**src/rtl/hex2char_tx.sv**
```systemverilog
// hex2char_tx: serialises a parallel word into ASCII hex characters, MSB nibble first.
// One word in on a valid/ready port, one character out per accepted beat.
// Optional HEX2CHAR_TX_NEWLINE_EN: append an 8'h0A terminator beat carrying out_last.
module hex2char_tx #(
    parameter int NIBBLES = 8,
    parameter int UPPER   = 0
) (
    input  logic                 clk,
    input  logic                 rst_n,
    input  logic                 in_valid,
    output logic                 in_ready,
    input  logic [4*NIBBLES-1:0] in_data,
    output logic                 out_valid,
    input  logic                 out_ready,
    output logic [7:0]           out_char,
    output logic                 out_last
);

    localparam int W  = 4 * NIBBLES;
    localparam int CW = (NIBBLES > 1) ? $clog2(NIBBLES) : 1;
    localparam logic [CW-1:0] CNT_INIT = CW'(NIBBLES - 1);
    localparam logic [7:0]    ALPHA    = (UPPER != 0) ? 8'h41 : 8'h61;

`ifdef HEX2CHAR_TX_NEWLINE_EN
    typedef enum logic [1:0] {IDLE, SEND, TERM} state_t;
`else
    typedef enum logic [1:0] {IDLE, SEND} state_t;
`endif

    state_t          state_q, state_d;
    logic [W-1:0]    shreg_q;
    logic [CW-1:0]   cnt_q;
    logic            load, shift;

    // nibble -> ASCII; 8-bit math, the largest result is 8'h66 so nothing wraps
    function automatic logic [7:0] ascii(input logic [3:0] n);
        if (n < 4'd10) return 8'h30 + {4'h0, n};
        else           return ALPHA + {4'h0, n} - 8'd10;
    endfunction

    // state register
    always_ff @(posedge clk or negedge rst_n) begin
        if (!rst_n) state_q <= IDLE;
        else        state_q <= state_d;
    end

    // shift register and remaining-digit counter; only loaded on accept
    always_ff @(posedge clk or negedge rst_n) begin
        if (!rst_n) begin
            shreg_q <= '0;
            cnt_q   <= '0;
        end else if (load) begin
            shreg_q <= in_data;
            cnt_q   <= CNT_INIT;
        end else if (shift) begin
            shreg_q <= shreg_q << 4;
            cnt_q   <= cnt_q - 1'b1;
        end
    end

    // next-state and output decode; in_ready only in IDLE so accept never overlaps a beat
    always_comb begin
        state_d   = state_q;
        in_ready  = 1'b0;
        out_valid = 1'b0;
        out_char  = 8'h00;
        out_last  = 1'b0;
        load      = 1'b0;
        shift     = 1'b0;
        case (state_q)
            IDLE: begin
                in_ready = 1'b1;
                if (in_valid) begin
                    load    = 1'b1;
                    state_d = SEND;
                end
            end
            SEND: begin
                out_valid = 1'b1;
                out_char  = ascii(shreg_q[W-1 -: 4]);
`ifndef HEX2CHAR_TX_NEWLINE_EN
                out_last  = (cnt_q == '0);
`endif
                if (out_ready) begin
                    if (cnt_q != '0) shift = 1'b1;
`ifdef HEX2CHAR_TX_NEWLINE_EN
                    else             state_d = TERM;
`else
                    else             state_d = IDLE;
`endif
                end
            end
`ifdef HEX2CHAR_TX_NEWLINE_EN
            TERM: begin
                out_valid = 1'b1;
                out_char  = 8'h0A;
                out_last  = 1'b1;
                if (out_ready) state_d = IDLE;
            end
`endif
            default: state_d = IDLE;
        endcase
    end

endmodule
```
**config.mk**
```make
export PLATFORM = sky130hd
export DESIGN_NAME = hex2char_tx
export DESIGN_NICKNAME = d
export VERILOG_FILES = /design/src/rtl/hex2char_tx.sv
export SDC_FILE = /design/constraint.sdc
export NUM_CORES = 1
export LEC_CHECK = 0
export BUFFER_PORTS_ARGS = -buffer_cell sky130_fd_sc_hd__buf_2
export CAP_MARGIN = 10
export CORE_MARGIN = 2
export CORE_UTILIZATION = 41
export DETAILED_ROUTE_END_ITERATION = 10
export HOLD_SLACK_MARGIN = 0.06
export SLEW_MARGIN = 0
export SYNTH_ARGS = -nofsm -noshare
export SYNTH_HDL_FRONTEND = slang
export SYNTH_SLANG_ARGS = --single-unit
export TNS_END_PERCENT = 30
```
**constraint.sdc**
```tcl
create_clock -name clk -period 1.5 [get_ports clk]
set_input_delay 0.3 -clock clk [delete_from_list [all_inputs] [get_ports clk]]
set_output_delay 0.3 -clock clk [all_outputs]
set_load 0.02 [all_outputs]
```
==> qor.csv <==
stage,metric,value,unit
pwr,VDD IR max,745.4,uV
clocking,Worst-Skew Late Latency,0.29,ns
drt,DR iter-0 viols,86,
setup_path,largest delay contributor family on the critical path,flip-flops,
floorplanning,die width,74.64,um
placed_design,Final Wtd Congestion,0.7560,
setup_path,Buf/Inv on CP,2,
clocking,Max clock buf depth,2,
final_layout,Final #Nets,309,
yosys,"Seq/Total Area, Yosys",44.04,%
yosys,Synth Instances,218,
timing,fin. max-slew vios,0,
drt,Routed Antenna Nets,0,
run_status,status,"complete, but fails checks",
yosys,"EDFF count, synth",0,
setup_path,critical path capture point type,primary output,
yosys,#FFs+latches synth,36,
placed_design,Setup WS pre-CTS,0.08348,ns
pwr,total power,4776,uW
yosys,Synth area leader,dfrtp_1,
final_layout,fin util,53.84,%
floorplanning,Die H,74.64,um
final_layout,fraction of layout cells with a size suffix above 1,41.85,%
final_layout,final cell count without fillers,337,
yosys,commonest register cell after synthesis,dfrtp_1,
global_routing,Overflow after GRT,0,
timing,min Tclk post-route,1.665,ns
pwr,static leakage,0.001229,uW
floorplanning,core area,0.004755,sq mm
setup_path,crit start category,register,
global_routing,vias in the first global route,1629,
placed_design,dpl cells,325,
setup_path,Critical-path top delay cell,dfrtp_1,
setup_path,Setup Crit Path Kind,register to primary output,
global_routing,initial antenna violation count,0,
timing,final setup margin,-0.1647,ns
timing,crit share post-route,111.0,%
timing,RSZ-0062 raised after global routing,true,
clocking,clock slew at reported path FFs,0.07,ns
setup_path,CP Data Required Time,1.20,ns
clocking,clock sinks,36,
drt,final wirelength,4477,um
timing,smallest hold slack,0.2095,ns
clocking,H-tree levels,2,
placed_design,IO Port Bufs,45,
final_layout,Inserted Diodes,0,
drt,WL per Instance,13.28,um
yosys,Synth warnings,0,
yosys,Netlist Area Pre-Place,0.002046,sq mm
yosys,Synth top area share,44.04,%
yosys,Syn Area/Cell,9.384,sq um
clocking,Root Driver,clkbuf_8,
drt,vias post-DR,1684,
yosys,Mapped Nets,257,
yosys,Synth area leaders,"dfrtp_1, o211ai_2, nand2_1",
floorplanning,Die ar.,0.005570,sq mm
setup_path,"critical path, cell by cell",inv_2 > ha_4 > and4b_1 > a21oi_1 > nor2_1 > buf_4,
floorplanning,num ports,47,
hold_path,Tightest Hold Check Type,input port to register,
clocking,total CTS buffers,5,
pwr,pwr dens,1865,mW/mm^2
global_routing,first-pass GRT wire length,7527,um
drt,Vias/cell,4.997,
yosys,Yosys cell types,31,
timing,final setup fails,5,
timing,Fin. Hold Viols,0,
global_routing,pin count of the biggest net entering global routing,33,
yosys,Post-synth ARST share,100.0,%
setup_path,CP max stage delay,0.37,ns
drt,First-pass DRT Iterations,4,
floorplanning,row count,25,
drt,post-route DRC violation count,0,
timing,Max Clock Skew,0.008491,ns
setup_path,Worst EP arrival,1.36,ns
floorplanning,Initial Util,43.03,%
job,Max Cap Viol,0,
global_routing,Overall Global Routing Usage,17.94,%
setup_path,Max Fanout on Critical Path,3,
final_layout,Layout area overhead,25.14,%
setup_path,R2R Setup Slk,0.14,ns
timing,Max Fclk,0.6007,GHz
run_status,failing checks,negative setup slack,
clocking,CTS tree,built,
placed_design,Post-DP HPWL,3060,um
## where the power goes
part           switching [uW]  total, uW  internal, uW  leakage [uW]
Combinational            1270       2330          1070      0.000711
Sequential                287       1690          1400      0.000468
Clock                     345        754           409     0.0000503
## final timing paths
kind | cells after the start | endpoint | startpoint
max in group asynchronous | 3 | shreg_q[31]$_DFFE_PN0P_ | rst_n
setup reg to reg | 6 | shreg_q[19]$_DFFE_PN0P_ | cnt_q[0]$_DFFE_PN0P_
hold reg to reg | 2 | shreg_q[15]$_DFFE_PN0P_ | shreg_q[11]$_DFFE_PN0P_
hold / removal | 3 | shreg_q[0]$_DFFE_PN0P_ | in_data[0]
min in group asynchronous | 2 | cnt_q[2]$_DFFE_PN0P_ | rst_n
setup / recovery | 6 | out_char[2] | shreg_q[29]$_DFFE_PN0P_
## timing repair
item / CTS / global route
endpoints found under the setup margin: 6 / 7
buffers inserted: 2 / 2
resized for setup: 12 / 6
hold buffers: 1 / 0
endpoints found under the hold margin: 15 / 0
pin swaps: 3 / 3
## worst register-to-register path, cell delays in order (launching register included)
cell and delay (ns):
dfrtp_1 0.39, inv_2 0.09, ha_4 0.15, nor2b_4 0.24
nor2_8 0.08, buf_12 0.17, o211ai_2 0.17
## through the flow
step	instance area (sq um)	setup TNS [ns]
CTS	2521	-0.5413
detailed placement	2374	0
global placement	2374	0
finish	2560	-0.5219
floorplan	2051	0
global route	2560	-0.9157
## routing by layer
metal,GRT usage [%],wire (um),vias up
li1,-,-,850
met2,29.01,2206,37
met5,0,0,-
met4,8.929,87,0
met1,23.25,2031,790
met3,3.213,152,7
## flip-flops by register name, summed over array words and instances, names as in the netlist
name     count
shreg_q     32
state_q      1
cnt_q        3
## synth_stat cells (all sizes together) (2+ instances only)
| cell type | number |
|---|---|
| a21oi | 4 |
| buf | 18 |
| dfrtp | 36 |
| ha | 3 |
| inv | 5 |
| nand2 | 65 |
| nand2b | 2 |
| nand3 | 30 |
| nor2 | 7 |
| nor2b | 2 |
| o211ai | 26 |
| o21ai | 7 |
| o311ai | 3 |
## cell usage in the layout, fill, tap and decap left out, drive strengths merged, types with 3 or more instances in the layout
master	n
a21oi	4
buf	63
clkbuf	7
dfrtp	36
ha	3
inv	5
nand2	65
nand3	30
nor2	7
o211ai	26
o21ai	7
o311ai	3
## logic make-up after synthesis
family                   after synthesis  synth area share [%]
AO/OA/AOI/OAI                         44                 21.35
XOR/XNOR                               1                0.4282
adder cells (fa/ha/maj)                3                 1.835
buffers and inverters                 24                 7.951
flip-flops                            36                 44.04
other                                  1                0.1833
AND/OR/NAND/NOR                      109                 24.22
## area by class of cell
class                      instances  area [sq um]
clock buffer                       7         96.34
fill                             462          2195
inverter                           5         18.77
multi-input combinational        158          1026
sequential                        36         904.6
tap                               67         83.83
timing repair buffer              64         430.4
No activity file was read; power rests on OpenSTA's default activity.
